$ cat src/rtl/matrix_scan_pkg.sv
// Shared types and default geometry for the RGB panel scan controller.
// Optional brightness PWM is enabled by defining MATRIX_SCAN_BRIGHTNESS_EN.
package matrix_scan_pkg;

  typedef enum logic [2:0] {
    ST_IDLE,
    ST_SHIFT,
    ST_BLANK,
    ST_LATCH,
    ST_DISPLAY
  } scan_state_e;

  localparam int DEF_COLS        = 60;
  localparam int DEF_ROWS        = 16;
  localparam int DEF_DISP_CYCLES = 64;

endpackage

$ cat src/rtl/matrix_scan_ctrl_oe.sv
// matrix_oe_pwm: DISPLAY-phase down-counter driving the panel output enable.
// With MATRIX_SCAN_BRIGHTNESS_EN the enable is cut short by a brightness compare.
module matrix_oe_pwm
  import matrix_scan_pkg::*;
#(
  parameter int  DISP_CYCLES = DEF_DISP_CYCLES,
  localparam int CW          = $clog2(DISP_CYCLES + 1)
) (
  input  logic       clk,
  input  logic       rst,
  input  logic       start,
`ifdef MATRIX_SCAN_BRIGHTNESS_EN
  input  logic [7:0] brightness,
`endif
  output logic       oe_n,
  output logic       done
);

  logic [CW-1:0] cnt_q, cnt_d;
  logic          active_q, active_d;
  logic          lit;

`ifdef MATRIX_SCAN_BRIGHTNESS_EN
  logic [CW-1:0] on_q, on_d;

  // Lit while elapsed cycles (DISP_CYCLES-1-cnt) are below the on-time.
  always_comb begin
    on_d = on_q;
    if (start) on_d = CW'((DISP_CYCLES * 32'(brightness)) >> 8);
    lit = ({1'b0, cnt_q} + {1'b0, on_q}) >= (CW + 1)'(DISP_CYCLES);
  end

  always_ff @(posedge clk or negedge rst) begin
    if (!rst) on_q <= '0;
    else      on_q <= on_d;
  end
`else
  assign lit = 1'b1;
`endif

  always_comb begin
    cnt_d    = cnt_q;
    active_d = active_q;
    if (start) begin
      cnt_d    = CW'(DISP_CYCLES - 1);
      active_d = 1'b1;
    end else if (active_q) begin
      if (cnt_q == '0) active_d = 1'b0;
      else             cnt_d    = cnt_q - 1'b1;
    end
    done = active_q && (cnt_q == '0);
    oe_n = !(active_q && lit);
  end

  always_ff @(posedge clk or negedge rst) begin
    if (!rst) begin
      cnt_q    <= '0;
      active_q <= 1'b0;
    end else begin
      cnt_q    <= cnt_d;
      active_q <= active_d;
    end
  end

endmodule

$ cat src/rtl/matrix_scan_ctrl.sv
// Scan sequencer for the dual-half RGB LED panel: shift, blank, latch, display per row.
// Define MATRIX_SCAN_BRIGHTNESS_EN to add the brightness input and OE PWM.
module matrix_scan_ctrl
  import matrix_scan_pkg::*;
#(
  parameter int  COLS        = DEF_COLS,
  parameter int  ROWS        = DEF_ROWS,
  parameter int  DISP_CYCLES = DEF_DISP_CYCLES,
  localparam int CW          = $clog2(COLS),
  localparam int RW          = $clog2(ROWS)
) (
  input  logic          clk,
  input  logic          rst,
  input  logic          en,
`ifdef MATRIX_SCAN_BRIGHTNESS_EN
  input  logic [7:0]    brightness,
`endif
  input  logic          r0_in,
  input  logic          g0_in,
  input  logic          b0_in,
  input  logic          r1_in,
  input  logic          g1_in,
  input  logic          b1_in,
  output logic [CW-1:0] col,
  output logic [RW-1:0] row,
  output logic          panel_r0,
  output logic          panel_g0,
  output logic          panel_b0,
  output logic          panel_r1,
  output logic          panel_g1,
  output logic          panel_b1,
  output logic          panel_clk,
  output logic          panel_lat,
  output logic          panel_oe_n,
  output logic          frame_start
);

  localparam logic [CW-1:0] COL_LAST = CW'(COLS - 1);
  localparam logic [RW-1:0] ROW_LAST = RW'(ROWS - 1);

  scan_state_e   state_q, state_d;
  logic [CW-1:0] col_q, col_d;
  logic [RW-1:0] row_q, row_d;
  logic          phase_q, phase_d;
  logic [5:0]    pix_q, pix_d;
  logic          panel_clk_q, panel_clk_d;
  logic          panel_lat_q, panel_lat_d;
  logic          frame_start_q, frame_start_d;
  logic          oe_done;
  logic [5:0]    pix_in;

  assign pix_in = {r0_in, g0_in, b0_in, r1_in, g1_in, b1_in};

  always_comb begin
    state_d = state_q;
    col_d   = col_q;
    row_d   = row_q;
    phase_d = phase_q;
    pix_d   = pix_q;
    case (state_q)
      ST_IDLE: begin
        if (en) begin
          state_d = ST_SHIFT;
          phase_d = 1'b0;
        end
      end
      ST_SHIFT: begin
        if (!phase_q) begin
          pix_d   = pix_in;
          phase_d = 1'b1;
        end else begin
          phase_d = 1'b0;
          if (col_q == COL_LAST) begin
            col_d   = '0;
            state_d = ST_BLANK;
          end else begin
            col_d = col_q + 1'b1;
          end
        end
      end
      ST_BLANK:   state_d = ST_LATCH;
      ST_LATCH:   state_d = ST_DISPLAY;
      ST_DISPLAY: begin
        if (oe_done) begin
          // en is only honoured at row boundaries so a row is never cut short.
          if (en) begin
            state_d = ST_SHIFT;
            row_d   = (row_q == ROW_LAST) ? '0 : row_q + 1'b1;
          end else begin
            state_d = ST_IDLE;
            row_d   = '0;
            col_d   = '0;
            pix_d   = '0;
          end
        end
      end
      default: state_d = ST_IDLE;
    endcase
    // Pin strobes are registered from the next state so they align with state_q.
    panel_clk_d   = (state_d == ST_SHIFT) && phase_d;
    panel_lat_d   = (state_d == ST_LATCH);
    frame_start_d = (state_d == ST_SHIFT) && (state_q != ST_SHIFT) && (row_d == '0);
  end

  always_ff @(posedge clk or negedge rst) begin
    if (!rst) begin
      state_q       <= ST_IDLE;
      col_q         <= '0;
      row_q         <= '0;
      phase_q       <= 1'b0;
      pix_q         <= '0;
      panel_clk_q   <= 1'b0;
      panel_lat_q   <= 1'b0;
      frame_start_q <= 1'b0;
    end else begin
      state_q       <= state_d;
      col_q         <= col_d;
      row_q         <= row_d;
      phase_q       <= phase_d;
      pix_q         <= pix_d;
      panel_clk_q   <= panel_clk_d;
      panel_lat_q   <= panel_lat_d;
      frame_start_q <= frame_start_d;
    end
  end

  matrix_oe_pwm #(
    .DISP_CYCLES(DISP_CYCLES)
  ) u_oe_pwm (
    .clk       (clk),
    .rst       (rst),
    .start     (state_q == ST_LATCH),
`ifdef MATRIX_SCAN_BRIGHTNESS_EN
    .brightness(brightness),
`endif
    .oe_n      (panel_oe_n),
    .done      (oe_done)
  );

  assign col         = col_q;
  assign row         = row_q;
  assign {panel_r0, panel_g0, panel_b0, panel_r1, panel_g1, panel_b1} = pix_q;
  assign panel_clk   = panel_clk_q;
  assign panel_lat   = panel_lat_q;
  assign frame_start = frame_start_q;

endmodule

$ cat config.mk
export PLATFORM = sky130hd
export DESIGN_NAME = matrix_scan_ctrl
export DESIGN_NICKNAME = d
export VERILOG_FILES = /design/src/rtl/matrix_scan_pkg.sv /design/src/rtl/matrix_scan_ctrl_oe.sv /design/src/rtl/matrix_scan_ctrl.sv
export SDC_FILE = /design/constraint.sdc
export NUM_CORES = 1
export LEC_CHECK = 0
export CAP_MARGIN = 30
export CORE_UTILIZATION = 48
export CTS_BUF_LIST = sky130_fd_sc_hd__clkbuf_4
export DETAILED_ROUTE_END_ITERATION = 7
export HOLD_SLACK_MARGIN = 0.12
export PLACE_DENSITY_LB_ADDON = 0.12
export SLEW_MARGIN = 10
export SYNTH_ARGS = -nofsm -noshare
export SYNTH_HDL_FRONTEND = slang
export SYNTH_SLANG_ARGS = --single-unit
$ cat constraint.sdc
create_clock -name clk -period 1.8 [get_ports clk]
set_input_delay 0.36 -clock clk [delete_from_list [all_inputs] [get_ports clk]]
set_output_delay 0.36 -clock clk [all_outputs]
set_load 0.01 [all_outputs]
=== After elaboration in Yosys (flattened, before gate mapping) ===
Index checks and enable logic that the tools add are counted.

* Register bits: 31
* Bits of input ports: 9
* Output and inout port bits: 20
* Logic and storage cells: 66

* Add/sub/neg operators: 3
* Equal/unequal tests: 14
* Muxes and demuxes: 26
* Reductions and logical operators: 13

{| class="wikitable"
|+ Operators with widths
! kind !! count
|-
| 6-bit 2-to-1 mux || 5
|-
| 6-bit one-hot mux with 2 select lines || 2
|-
| 7-bit 2-to-1 mux || 3
|-
| 4-bit 2-to-1 mux || 4
|-
| 3-bit one-hot mux with 5 select lines || 1
|-
| 3-bit 2-to-1 mux || 4
|-
| 3-bit by 2-bit == test with 1-bit output (second input constant) || 3
|-
| 2-bit inequality test (second input constant) || 4
|-
| 4-bit AND reduction || 2
|-
| 7-bit logical NOT || 1
|-
| 7-bit by 1-bit subtractor with 7-bit output (second input constant) || 1
|-
| 6-bit by 1-bit adder with 6-bit output (second input constant) || 1
|-
| 3-bit by 1-bit == test with 1-bit output (second input constant) || 2
|-
| 6-bit == test (second input constant) || 1
|-
| 1-bit 2-to-1 mux || 6
|-
| 4-bit by 1-bit adder with 4-bit output (second input constant) || 1
|-
| 4-bit == test (second input constant) || 1
|-
| 1-bit logical AND || 4
|-
| 4-bit logical NOT || 1
|-
| 2-bit nonzero test || 2
|-
| 3-bit == test (second input constant) || 1
|-
| 3-bit logical NOT || 1
|-
| 3-bit by 1-bit inequality test with 1-bit output (second input constant) || 1
|-
| 2-bit by 1-bit inequality test with 1-bit output (second input constant) || 1
|-
| other kinds (3) || 3
|}

=== Logic depth before layout (Yosys ltp) ===
* Depth after elaboration: 7
* Mapped depth: 8
* Depth with buffers taken out: 7

=== By module ===
Synthesis repeated with hierarchy kept, for this count alone.

* Cell total of the unflattened synthesis: 175
* Area, all modules: 1,747.9 sq um

{| class="wikitable"
|+ By module, submodules not included
! module !! times used !! cells each !! area each (sq um) !! sequential area each (sq um)
|-
| matrix_scan_ctrl || 1 || 126 || 1,268.7 || 575.6
|-
| matrix_oe_pwm || 1 || 49 || 479.2 || 200.2
|}

=== Least setup slack after synthesis ===
Ideal clock, no wire load.

* Path type: register to register
* Start: reg u_oe_pwm.cnt_q[0]
* End: reg frame_start_q, in the netlist frame_start
* Setup time: 0.068 ns
* Data arrival time: 1.693 ns
* Required time: 1.732 ns
* Slack: 0.039 ns
* Stages on the path, launching flop included: 8
* Cells stage by stage: dfrtp_1 -> inv_1 -> ha_1 -> and3b_2 -> nand3_2 -> a221o_1 -> a211oi_1 -> and4b_1

* Elaborated cells between the ends (all ways): 10

{| class="wikitable"
|+ RTL lines
! element !! RTL line !! source
|-
| from (decl) || matrix_scan_ctrl_oe.sv:19 || <nowiki>logic [CW-1:0] cnt_q, cnt_d;</nowiki>
|-
| from (signal assigned) || matrix_scan_ctrl_oe.sv:60 || <nowiki>cnt_q <= cnt_d;</nowiki>
|-
| 7-bit logical NOT || matrix_scan_ctrl_oe.sv:51 || <nowiki>done = active_q && (cnt_q == '0);</nowiki>
|-
| 1-bit logical AND || matrix_scan_ctrl_oe.sv:51 ||
|-
| 4-bit 2-to-1 mux || matrix_scan_ctrl.sv:84 || <nowiki>if (oe_done) begin</nowiki>
|-
| 4-bit 2-to-1 mux || matrix_scan_ctrl.sv:60 || <nowiki>case (state_q)</nowiki>
|-
| net row_d[2] || matrix_scan_ctrl.sv:43 || <nowiki>logic [RW-1:0] row_q, row_d;</nowiki>
|-
| 4-bit logical NOT || matrix_scan_ctrl.sv:102 || <nowiki>frame_start_d = (state_d == ST_SHIFT) && (state_q != ST_SHIFT) && (row_d == '0);</nowiki>
|-
| 1-bit logical AND || matrix_scan_ctrl.sv:102 ||
|-
| net frame_start_d || matrix_scan_ctrl.sv:48 || <nowiki>logic frame_start_q, frame_start_d;</nowiki>
|-
| to (signal assigned) || matrix_scan_ctrl.sv:123 || <nowiki>frame_start_q <= frame_start_d;</nowiki>
|-
| to (decl) || matrix_scan_ctrl.sv:48 ||
|}

The timed path passes the listed nets, and every way through them passes these cells.
A chain may end at the register's enable or synchronous reset.

=== Final worst setup path ===
* Start: reg u_oe_pwm.cnt_q[2]
* End: reg frame_start_q, in the netlist frame_start

Same word-level chain as after synthesis.

==> impl_metrics.yaml <==
placement:
  dp.cells: 250
  dp_slack_ns: -0.144
  gp_congestion: 0.796
  placed_area_um2: 2070
  dp_hpwl_um: 2620
  port_buffers: 28
setup_path:
  setup.worst_path.class: "reg2reg"
  cp_data_required_time_ns: 2.02
  worstPathArrival_ns: 2.05
  cp_max_fo: 4
  start_kind: "flop"
  endpoint_kind: "flop"
synth:
  ys_ff_latch: 31
  yosys_most_used_dff: "dfrtp_1"
  syn_area_per_cell_um2: 10.0
  netlist_area_um2: 1580
  yosysWarnings: 0
  synthCells: 158
  async_reset_ff_share_pct: 100
  synth_edf_count: 0
  synthesis.nets: 171
  synth_cell_types: 49
  synth.yosys.seq_area_share_pct: 49.0
timing:
  hold_violations: 0
  rsz0062_at_grt: "true"
  finalSetupViolations: 1
  fin_ws_ns: -0.0263
  slew_viol_final: 0
  period_minus_slack_ns: 1.83
  slew_headroom_pct: 72.7
  max_freq_ghz: 0.548
  post-route-period-util_pct: 101
  tightestPinTransition_ns: 0.406
  fin_worst_skew_ns: 0.00973
clock_tree:
  ctsLongestPathBuffers: 2
  cts_root_buffer: "clkbuf_4"
  cts_tree: "done"
  cts_sinks: 31
  cts_max_level: 2
  cts_made_buffers: 5
  path_clk_slew_ns: 0.10
  clk_latency_ns: 0.33
floorplanning:
  fp-row-count: 20
  fp.dieArea_um2: 3530
  start_util_pct: 51.0
  coreArea_um2: 3100
  dieHeight_um: 59.4
  io_pins: 29
  die_x_um: 59.4
detailed_routing:
  num_vias: 1413
  routedWlPerCell_um: 14.3
  drt-total-wl_um: 3730
  via_per_inst: 5.43
  drc_errors: 0
  drt-pass1-iter-count: 5
  drtIter0Drc: 39
  ant_nets: 0
finish:
  fin_util_pct: 72.5
  area_growth_pct: 41.9
  nFillCells: 244
  final_nets: 228
  layout.cells.non_filler: 260
  antennaDiodeCount: 0
  finish.instance_area_um2: 2250
  drive_gt1_share_pct: 25.0
global_route:
  overflow: 0
  grt_util_all_layers_pct: 22.8
  antenna_found_initial: 0
  grt_max_degree: 32
  first_global_vias: 1351
  grt_pass1_wl_um: 5890
power:
  pwr-share-clk_pct: 19.6
  switchingPower_mw: 0.926
  p_int_mw: 1.75
  power_frac_seq_pct: 38.5
  p_leak_nw: 1.00
  ir_drop_mv: 0.530
  pwr-share-comb_pct: 41.8
  swShare_pct: 34.7
  p_per_area_nw_per_um2: 1190
min_path:
  hp-class: "in2async"
outcome:
  status: "complete, but fails checks"
  violations: "setup timing"
flow_run:
  max_cap_viol_count: 0
placed cells by master, fill, tap and decap left out, types with 2 or more instances in the layout:
cell and instances:
dfrtp_2 2, clkbuf_4 5, clkdlybuf4s50_1 28, o21ai_0 17, nor2_1 8, and3_1 2
nand3_1 10, nand3_2 2, nand4_1 4, nand2_1 14, inv_1 9, buf_4 23
a21oi_1 4, nor3_1 3, nand3b_1 2, buf_6 2, o21ai_1 2, dfrtp_1 29
and2_1 2, o31ai_1 2, xnor2_1 3, nand2b_1 3, xor2_1 3, ha_1 3
worst max-delay path, cell delays in order (launching register included):
cell and delay [ns]:
dfrtp_1 0.39, buf_4 0.13, or4_4 0.46, nor3_4 0.23
buf_4 0.14, nand3_1 0.07, nand2_1 0.09, and4b_1 0.19
synth_stat cells (2+ instances only):
cell / n / area share [%]
nand4_1: 4 / 1.6
nand3_1: 11 / 3.5
ha_1: 4 / 3.2
xnor2_1: 3 / 1.7
and2_1: 2 / 0.79
a21oi_1: 5 / 1.6
nor3_1: 3 / 0.95
nor2_1: 8 / 1.9
dfrtp_1: 31 / 49
nand3b_1: 2 / 0.95
nand2b_1: 3 / 1.2
and3_1: 2 / 0.79
nand2_1: 14 / 3.3
o31ai_1: 2 / 0.95
inv_1: 10 / 2.4
xor2_1: 3 / 1.7
o21ai_0: 19 / 6.0
path summary, 6_finish.rpt:
path	from	endpoint	slack, ns	depth (start not counted)
hold / removal	rst	col[5]	0.40	2
setup / recovery	u_oe_pwm.cnt_q[2]	frame_start	-0.03	7
hold reg to reg	col[5]	col[5]	0.54	1
min in group clk	col[5]	col[5]	0.54	1
max in group asynchronous	rst	u_oe_pwm.active_q	1.09	2
setup reg to reg	u_oe_pwm.cnt_q[2]	frame_start	-0.03	7
metal layers:
layer | track usage (%) | wire (um) | vias to the layer above
met3 | 4.80 | 152 | 4
met5 | 0 | 0 | -
li1 | - | - | 680
met2 | 40.0 | 1960 | 36
met1 | 26.4 | 1560 | 693
met4 | 10.9 | 55 | 0
timing repair:
action | CTS | global route
setup buffers | 0 | 1
resized for setup | 3 | 20
endpoints found under the setup margin | 4 | 17
pin swaps | 3 | 9
hold buffers | 0 | 0
gates cloned | 0 | 1
final cells by class:
cell class                      instances  area (um^2)  area share, %
Clock buffer                            5         37.5           1.67
Inverter                               10         37.5           1.67
Clock inverter                          3         38.8           1.73
Timing Repair Buffer                   53          475           21.1
Tap cell                               44         55.1           2.45
Sequential cell                        31          778           34.6
Multi-Input combinational cell        114          826           36.7
registers in the layout, summed over array words and instances, names as in the netlist:
name and count:
phase_q 1, pix_q 6, col 6, frame_start 1, row 4, u_oe_pwm.cnt_q 7, state_q 3, panel_clk 1
u_oe_pwm.active_q 1, panel_lat 1
kinds of logic (layout without fill, tap and decap cells):
family | after synthesis | after routing | share of synthesized area [%]
buffers and inverters | 13 | 71 | 3.95
muxes | 1 | 1 | 0.632
adders and majority gates | 4 | 4 | 3.16
and+or+nand+nor | 65 | 65 | 25.5
AOI/OAI and AO/OA | 38 | 38 | 14.5
DFF | 31 | 31 | 49.0
xor gates and xnor gates | 6 | 6 | 3.32
through the flow:
stage,TNS [ns],power [mW],hold WS [ns]
floorplan,0,1.52,0.0644
detailed placement,-0.257,2.04,0.523
CTS,-0.0152,2.59,0.395
global route,-0.157,2.84,0.420
finish,-0.0263,2.67,0.398
global placement,-0.107,1.99,0.504
power by group through the flow:
stage	sequential (mW)	clock, mW	combinational [mW]
after floorplan	1.09	0	0.433
after detailed placement	1.03	0	1.01
after global routing	1.05	0.570	1.22
final	1.03	0.525	1.12
after CTS	1.02	0.546	1.02
after global placement	1.02	0	0.979
Note: power is estimated with default switching activity, not from simulation.
